===== config.mk =====
export PLATFORM = sky130hd
export DESIGN_NAME = pipe_ctrl_v2_flat
export DESIGN_NICKNAME = d
export VERILOG_FILES = /design/src/rtl/pipe_ctrl_v2_if.sv /design/src/rtl/pipe_ctrl_v2.sv /design/src/flat_wrapper.sv
export SDC_FILE = /design/constraint.sdc
export NUM_CORES = 1
export LEC_CHECK = 0
export BUFFER_PORTS_ARGS = -buffer_cell sky130_fd_sc_hd__buf_2
export CORE_UTILIZATION = 41
export DETAILED_ROUTE_END_ITERATION = 10
export PLACE_DENSITY_LB_ADDON = 0.08
export SLEW_MARGIN = 0
export SYNTH_ARGS = -nofsm -noshare
export SYNTH_HDL_FRONTEND = slang
export SYNTH_SLANG_ARGS = --single-unit

===== constraint.sdc =====
create_clock -name clk -period 4.7 [get_ports clk]
set_input_delay 0.47 -clock clk [delete_from_list [all_inputs] [get_ports clk]]
set_output_delay 0.47 -clock clk [all_outputs]
set_load 0.01 [all_outputs]

===== src/rtl/pipe_ctrl_v2_if.sv =====
// Handshake bundle between the pipeline controller and its requesters (ex, clint, jtag)
// and its consumers (pc_reg, if_id, id_ex, branch predictor).
interface pipe_ctrl_v2_if #(
  parameter int ADDR_W   = 32,
  parameter int NUM_HOLD = 4
);
  logic [ADDR_W-1:0]     inst_addr_i;
  logic                  branch_valid_i;
  logic                  bp_taken_i;
  logic                  jump_flag_i;
  logic [ADDR_W-1:0]     jump_addr_i;
  logic [NUM_HOLD-1:0]   hold_req_i;
  logic [2*NUM_HOLD-1:0] hold_lvl_i;
  logic                  halt_req_i;

  logic                  jump_flag_o;
  logic [ADDR_W-1:0]     jump_addr_o;
  logic [2:0]            hold_flag_o;
  logic                  halted_o;
  logic                  bp_upd_valid_o;
  logic                  bp_upd_taken_o;
  logic [ADDR_W-1:0]     bp_upd_addr_o;

  modport master (
    output inst_addr_i, branch_valid_i, bp_taken_i, jump_flag_i, jump_addr_i,
           hold_req_i, hold_lvl_i, halt_req_i,
    input  jump_flag_o, jump_addr_o, hold_flag_o, halted_o,
           bp_upd_valid_o, bp_upd_taken_o, bp_upd_addr_o
  );

  modport slave (
    input  inst_addr_i, branch_valid_i, bp_taken_i, jump_flag_i, jump_addr_i,
           hold_req_i, hold_lvl_i, halt_req_i,
    output jump_flag_o, jump_addr_o, hold_flag_o, halted_o,
           bp_upd_valid_o, bp_upd_taken_o, bp_upd_addr_o
  );
endinterface


===== src/rtl/pipe_ctrl_v2.sv =====
// Pipeline control: branch redirect, hold merge, flush stretch, debug-halt drain FSM.
// Optional perf counters enabled by defining PIPE_CTRL_PERF_EN.
module pipe_ctrl_v2 #(
  parameter int ADDR_W       = 32,
  parameter int NUM_HOLD     = 4,
  parameter int FLUSH_CYCLES = 2,
  parameter int DRAIN_CYCLES = 3,
  parameter int CNT_W        = 16
) (
  input  logic             clk,
  input  logic             rst,
  pipe_ctrl_v2_if.slave    bus
`ifdef PIPE_CTRL_PERF_EN
  ,
  output logic [CNT_W-1:0] perf_br_o,
  output logic [CNT_W-1:0] perf_mis_o,
  output logic [CNT_W-1:0] perf_flush_o
`endif
);

  localparam int FL_W = $clog2(FLUSH_CYCLES + 1);
  localparam int DR_W = $clog2(DRAIN_CYCLES + 1);

  localparam logic [2:0] HOLD_NONE = 3'd0;
  localparam logic [2:0] HOLD_PC   = 3'd1;
  localparam logic [2:0] HOLD_ID   = 3'd3;

  if (FLUSH_CYCLES < 1 || DRAIN_CYCLES < 1 || CNT_W < 1) begin : g_param_check
    $error("pipe_ctrl_v2: FLUSH_CYCLES, DRAIN_CYCLES and CNT_W must be >= 1");
  end

  typedef enum logic [1:0] {ST_RUN, ST_DRAIN, ST_HALTED} state_t;

  state_t              state_p1, state_nxt;
  logic [FL_W-1:0]     flush_cnt_p1;
  logic [DR_W-1:0]     drain_cnt_p1, drain_nxt;
  logic                halted_p1;
  logic                upd_vld_p1, upd_taken_p1;
  logic [ADDR_W-1:0]   upd_addr_p1;

  logic                mispredict_p0, redirect_p0, flush_act_p0;
  logic [ADDR_W-1:0]   target_p0;
  logic [2:0]          req_lvl_p0, fsm_lvl_p0, flush_lvl_p0;

  function automatic logic [2:0] hold_max(input logic [2:0] a, input logic [2:0] b);
    return (a > b) ? a : b;
  endfunction

  // ---- stage p0: combinational resolve, redirect and hold merge ----
  assign mispredict_p0 = bus.branch_valid_i & (bus.jump_flag_i ^ bus.bp_taken_i);
  assign redirect_p0   = mispredict_p0 | (~bus.branch_valid_i & bus.jump_flag_i);
  // A taken prediction that turned out wrong falls back to the sequential PC.
  assign target_p0     = (bus.branch_valid_i & bus.bp_taken_i) ?
                         (bus.inst_addr_i + ADDR_W'(4)) : bus.jump_addr_i;
  assign flush_act_p0  = redirect_p0 | (flush_cnt_p1 != '0);
  assign flush_lvl_p0  = flush_act_p0 ? HOLD_ID : HOLD_NONE;

  assign bus.jump_flag_o = redirect_p0;
  assign bus.jump_addr_o = redirect_p0 ? target_p0 : '0;

  always_comb begin
    req_lvl_p0 = HOLD_NONE;
    for (int i = 0; i < NUM_HOLD; i++) begin
      if (bus.hold_req_i[i])
        req_lvl_p0 = hold_max(req_lvl_p0, {1'b0, bus.hold_lvl_i[2*i +: 2]});
    end
  end

  always_comb begin
    state_nxt  = state_p1;
    drain_nxt  = drain_cnt_p1;
    fsm_lvl_p0 = HOLD_NONE;
    case (state_p1)
      ST_RUN: begin
        if (bus.halt_req_i) begin
          state_nxt = ST_DRAIN;
          drain_nxt = DR_W'(DRAIN_CYCLES - 1);
        end
      end
      ST_DRAIN: begin
        if (!bus.halt_req_i) begin
          state_nxt = ST_RUN;
          drain_nxt = '0;
        end else begin
          fsm_lvl_p0 = HOLD_PC;
          // Drain only counts down while no flush is in flight.
          if (!flush_act_p0) begin
            if (drain_cnt_p1 == '0) state_nxt = ST_HALTED;
            else                    drain_nxt = drain_cnt_p1 - DR_W'(1);
          end
        end
      end
      ST_HALTED: begin
        fsm_lvl_p0 = HOLD_ID;
        if (!bus.halt_req_i) state_nxt = ST_RUN;
      end
      default: state_nxt = ST_RUN;
    endcase
  end

  assign bus.hold_flag_o = hold_max(hold_max(flush_lvl_p0, req_lvl_p0), fsm_lvl_p0);

  // ---- stage p1: registered control state and predictor update ----
  always_ff @(posedge clk or posedge rst) begin
    if (rst) begin
      state_p1     <= ST_RUN;
      drain_cnt_p1 <= '0;
      flush_cnt_p1 <= '0;
      halted_p1    <= 1'b0;
      upd_vld_p1   <= 1'b0;
      upd_taken_p1 <= 1'b0;
      upd_addr_p1  <= '0;
    end else begin
      state_p1     <= state_nxt;
      drain_cnt_p1 <= drain_nxt;
      halted_p1    <= (state_nxt == ST_HALTED);
      if (redirect_p0)
        flush_cnt_p1 <= FL_W'(FLUSH_CYCLES - 1);
      else if (flush_cnt_p1 != '0)
        flush_cnt_p1 <= flush_cnt_p1 - FL_W'(1);
      upd_vld_p1   <= bus.branch_valid_i;
      upd_taken_p1 <= bus.branch_valid_i & bus.jump_flag_i;
      upd_addr_p1  <= bus.branch_valid_i ? bus.inst_addr_i : '0;
    end
  end

  assign bus.halted_o       = halted_p1;
  assign bus.bp_upd_valid_o = upd_vld_p1;
  assign bus.bp_upd_taken_o = upd_taken_p1;
  assign bus.bp_upd_addr_o  = upd_addr_p1;

`ifdef PIPE_CTRL_PERF_EN
  function automatic logic [CNT_W-1:0] sat_inc(input logic [CNT_W-1:0] c);
    return (c == '1) ? c : c + CNT_W'(1);
  endfunction

  // ---- stage p1: saturating performance counters ----
  always_ff @(posedge clk or posedge rst) begin
    if (rst) begin
      perf_br_o    <= '0;
      perf_mis_o   <= '0;
      perf_flush_o <= '0;
    end else begin
      if (bus.branch_valid_i) perf_br_o    <= sat_inc(perf_br_o);
      if (mispredict_p0)      perf_mis_o   <= sat_inc(perf_mis_o);
      if (flush_act_p0)       perf_flush_o <= sat_inc(perf_flush_o);
    end
  end
`endif

endmodule


===== src/flat_wrapper.sv =====
// flat-port wrapper written by rule: the top's interface ports become plain ports
module pipe_ctrl_v2_flat 
#(
  parameter int ADDR_W       = 32,
  parameter int NUM_HOLD     = 4,
  parameter int FLUSH_CYCLES = 2,
  parameter int DRAIN_CYCLES = 3,
  parameter int CNT_W        = 16
)
  (clk, rst, bus_inst_addr_i, bus_branch_valid_i, bus_bp_taken_i, bus_jump_flag_i, bus_jump_addr_i, bus_hold_req_i, bus_hold_lvl_i, bus_halt_req_i, bus_jump_flag_o, bus_jump_addr_o, bus_hold_flag_o, bus_halted_o, bus_bp_upd_valid_o, bus_bp_upd_taken_o, bus_bp_upd_addr_o);
  pipe_ctrl_v2_if #(.ADDR_W(ADDR_W), .NUM_HOLD(NUM_HOLD)) bus_i ();
  input  logic clk;
  input  logic rst;
  input wire logic [$bits(bus_i.inst_addr_i)-1:0] bus_inst_addr_i;
  input wire logic [$bits(bus_i.branch_valid_i)-1:0] bus_branch_valid_i;
  input wire logic [$bits(bus_i.bp_taken_i)-1:0] bus_bp_taken_i;
  input wire logic [$bits(bus_i.jump_flag_i)-1:0] bus_jump_flag_i;
  input wire logic [$bits(bus_i.jump_addr_i)-1:0] bus_jump_addr_i;
  input wire logic [$bits(bus_i.hold_req_i)-1:0] bus_hold_req_i;
  input wire logic [$bits(bus_i.hold_lvl_i)-1:0] bus_hold_lvl_i;
  input wire logic [$bits(bus_i.halt_req_i)-1:0] bus_halt_req_i;
  output wire logic [$bits(bus_i.jump_flag_o)-1:0] bus_jump_flag_o;
  output wire logic [$bits(bus_i.jump_addr_o)-1:0] bus_jump_addr_o;
  output wire logic [$bits(bus_i.hold_flag_o)-1:0] bus_hold_flag_o;
  output wire logic [$bits(bus_i.halted_o)-1:0] bus_halted_o;
  output wire logic [$bits(bus_i.bp_upd_valid_o)-1:0] bus_bp_upd_valid_o;
  output wire logic [$bits(bus_i.bp_upd_taken_o)-1:0] bus_bp_upd_taken_o;
  output wire logic [$bits(bus_i.bp_upd_addr_o)-1:0] bus_bp_upd_addr_o;
  assign bus_i.inst_addr_i = bus_inst_addr_i;
  assign bus_i.branch_valid_i = bus_branch_valid_i;
  assign bus_i.bp_taken_i = bus_bp_taken_i;
  assign bus_i.jump_flag_i = bus_jump_flag_i;
  assign bus_i.jump_addr_i = bus_jump_addr_i;
  assign bus_i.hold_req_i = bus_hold_req_i;
  assign bus_i.hold_lvl_i = bus_hold_lvl_i;
  assign bus_i.halt_req_i = bus_halt_req_i;
  assign bus_jump_flag_o = bus_i.jump_flag_o;
  assign bus_jump_addr_o = bus_i.jump_addr_o;
  assign bus_hold_flag_o = bus_i.hold_flag_o;
  assign bus_halted_o = bus_i.halted_o;
  assign bus_bp_upd_valid_o = bus_i.bp_upd_valid_o;
  assign bus_bp_upd_taken_o = bus_i.bp_upd_taken_o;
  assign bus_bp_upd_addr_o = bus_i.bp_upd_addr_o;
  pipe_ctrl_v2 #(.ADDR_W(ADDR_W), .NUM_HOLD(NUM_HOLD), .FLUSH_CYCLES(FLUSH_CYCLES), .DRAIN_CYCLES(DRAIN_CYCLES), .CNT_W(CNT_W)) u_core (.clk(clk), .rst(rst), .bus(bus_i));
endmodule

==> impl_metrics.py <==
metrics = {
    "run_status": {
        "status": "complete, but fails checks",
        "failed_checks": "negative setup slack",
    },
    "timing": {
        "fin_crit_sh_pct": 103,
        "skew_ns": 0.000813,
        "finalSetupTns_ns": -0.132,
        "timing.fmax_ghz": 0.207,
        "drv_slew": 0,
        "finalHoldViolCount": 0,
        "holdWs_ns": 0.354,
        "worst_slack_ns": -0.132,
        "relSlewSlack_pct": 39.7,
        "setup_viol": 1,
        "period_needed_ns": 4.83,
        "worst_pin_slew_ns": 0.899,
        "rsz0062_at_grt": "yes",
    },
    "critical_path": {
        "crit_start": "bus_hold_lvl_i[0]",
        "crit_chain": "buf_2 > nand2_2 > ha_4 > or3_4 > o311ai_4 > mux2_4 > o21a_1 > ha_2 > nand2b_4 > a32oi_2 > mux2i_1 > a31oi_1 > ha_1 > nand2_1 > o21ai_1 > inv_1 > a311o_1 > a21boi_4 > ha_4 > a21oi_2 > a21boi_2 > a21oi_1 > buf_2",
        "cp_max_fo": 2,
        "slowest_delay_ns": 0.34,
        "cp.required_ns": 4.23,
        "critPathArrivalTime_ns": 4.36,
        "worst_setup_path_end_kind": "primary output",
        "cp-start-kind": "input pin",
        "timing_worst_setup_path_type": "input pin to primary output",
        "rr_startpoint": "u_core.flush_cnt_p1[0]",
        "slowest_stage": "or3_4",
    },
    "global_routing": {
        "grt.total_usage_pct": 21.9,
        "grt_pass1_vias": 2791,
        "grt_start_max_net_pins": 42,
        "antenna_found_initial": 0,
        "grt_pass1_wl_um": 12800,
        "overflow": 0,
    },
    "die": {
        "core_sq_um": 6830,
        "floorplan.die_area_sq_um": 7420,
        "start_util_pct": 42.5,
        "die_x_um": 86.1,
        "die_h_um": 86.1,
        "io_pins": 153,
        "rows": 30,
    },
    "clock_tree": {
        "cts_tree": "yes",
        "clkLatencyLatePin_ns": 0.29,
        "cts_hold_buf": 0,
        "htree_levels": 2,
        "clock_tree.root_cell": "clkbuf_8",
        "cts_inserted_buffers": 5,
        "clockBufferDepth": 2,
        "cts.sinks": 41,
        "path_clk_slew_ns": 0.08,
    },
    "drt": {
        "drc": 0,
        "first_pass_iters": 4,
        "dr_total_vias": 2861,
        "wire_per_inst_um": 13.6,
        "routed_wl_um": 8040,
        "detail-route-antenna-nets": 0,
        "vias_per_cell": 4.85,
        "drt_iter0_markers": 46,
    },
    "synth": {
        "syn-num-nets": 438,
        "syn-mean-instance-area_sq_um": 8.66,
        "synthCells": 335,
        "async_flop_share_pct": 100,
        "synth_seq_area_share_pct": 35.4,
        "ys_warn_count": 0,
        "synth_edf_count": 0,
        "synthDistinctLibCells": 48,
        "yosys_register_bits": 41,
        "syn_area_sq_um": 2900,
        "synth_ff_type": "dfrtp_1",
    },
    "worst_hold_path": {
        "hold_path.class": "input pin to async pin",
    },
    "power_and_ir_drop": {
        "ir_drop_mv": 0.170,
        "power-per-cell-area_nw_per_um2": 299,
        "leakagePower_uw": 0.00209,
        "power_uw": 1220,
    },
    "layout": {
        "area_delta_synth_final_pct": 40.9,
        "antenna_cells": 0,
        "multiInputGateArea_sq_um": 1850,
        "nNetsFinal": 596,
        "regArea_sq_um": 1030,
        "fillCellCount": 639,
        "drive_gt1_share_pct": 40.7,
    },
    "place": {
        "place_ws_ns": -0.394,
        "placement.io_buffers": 151,
        "place_congestion": 0.774,
        "hpwl_um": 5920,
    },
    "job": {
        "drv_cap": 0,
    },
}
[layout make-up]
type	instances	area share (%)
multi-input combinational	259	45.2
sequential	41	25.1
timing repair buffer	164	21.4
tap	96	2.94
inverter	22	2.02
clock buffer	5	1.68
clock inverter	3	1.59
[through the flow]
stage,instance area (sq um),std cells,util (%)
final,4090,590,59.8
after global placement,3790,577,55.4
after floorplan,2910,335,-
after CTS,4090,590,59.8
after detailed placement,3790,577,55.4
after global routing,4090,590,59.8
[kinds of logic (layout without fill, tap and decap cells)]
family / count (synthesis) / in the layout / share of synthesized area [%]
and+or+nand+nor: 143 / 143 / 27.6
muxes: 4 / 4 / 1.47
AOI/OAI and AO/OA: 61 / 61 / 12.6
other: 1 / 1 / 0.129
buffers and inverters: 35 / 194 / 4.96
xor gates and xnor gates: 29 / 29 / 8.75
DFF: 41 / 41 / 35.4
adders and majority gates: 21 / 21 / 9.06
[synthesized netlist by cell type, types with 3 or more instances]
cell | count | area (sq um)
inv_1 | 22 | 82.6
nand3_1 | 13 | 65.1
o21ai_1 | 10 | 50.1
a21boi_0 | 3 | 22.5
a31oi_1 | 4 | 25.0
nand3b_1 | 3 | 22.5
nor3_1 | 4 | 20.0
nor2_1 | 14 | 52.6
and4_1 | 3 | 26.3
and3_1 | 3 | 18.8
a21oi_1 | 8 | 40.0
o21ai_0 | 22 | 110
and2_1 | 35 | 219
dfrtp_1 | 41 | 1030
nor2b_1 | 3 | 18.8
a22o_1 | 5 | 43.8
xor2_1 | 16 | 140
ha_1 | 21 | 263
nand2_1 | 42 | 158
xnor2_1 | 13 | 114
clkbuf_1 | 10 | 37.5
nand4_1 | 8 | 50.1
nand2b_1 | 3 | 18.8
[critical path: cells and delay by family]
family | cells | cell delay [ns]
muxes | 2 | 0.57
AOI/OAI and AO/OA | 10 | 1.43
and+or+nand+nor | 4 | 0.62
adders and majority gates | 4 | 0.95
buffers and inverters | 3 | 0.31
[metal layers]
layer  track usage (%)  share of wire [%]
met1              25.7                 43
met2              40.3                 51
met3              5.00                5.6
met4              5.30                1.1
met5                 0                  0
[where the power goes]
part           internal [uW]  switching (uW)
clock                    211             125
combinational            219             259
sequential               387            19.1
[repair_timing]
item	CTS	global route
endpoints found under the setup margin	1	1
pin swaps	13	0
setup buffers	5	0
gates resized for setup	28	0
[flip-flops by register name (all words and copies together), names as in the netlist]
| register | count |
|---|---|
| u_core.drain_cnt_p1 | 2 |
| u_core.bus.bp_upd_taken_o | 1 |
| u_core.state_p1 | 2 |
| u_core.bus.bp_upd_valid_o | 1 |
| u_core.bus.bp_upd_addr_o | 32 |
| u_core.flush_cnt_p1 | 2 |
| u_core.bus.halted_o | 1 |
[placed cells by master, fill, tap and decap left out, drive strengths merged, types with 5 or more instances in the layout]
cell type and count:
nor3 6, a22o 5, nand2 42, and2 35
nand4 10, xor2 16, buf 164, ha 21
dfrtp 41, xnor2 13, nand3 13, inv 22
clkbuf 5, nor2 14, a21oi 8, o21ai 32
[path summary, 6_finish.rpt]
kind | slack, ns | depth (start not counted) | endpoint
hold / removal | 0.35 | 2 | u_core.bus.bp_upd_addr_o[1]
setup / recovery | -0.13 | 23 | bus_hold_flag_o[0]
min in group clk | 0.41 | 2 | u_core.bus.bp_upd_addr_o[1]
hold reg to reg | 0.54 | 1 | u_core.drain_cnt_p1[0]
setup reg to reg | 3.01 | 7 | u_core.bus.halted_o
max in group asynchronous | 3.80 | 2 | u_core.bus.bp_upd_addr_o[12]
No activity file was read; power rests on OpenSTA's default activity.
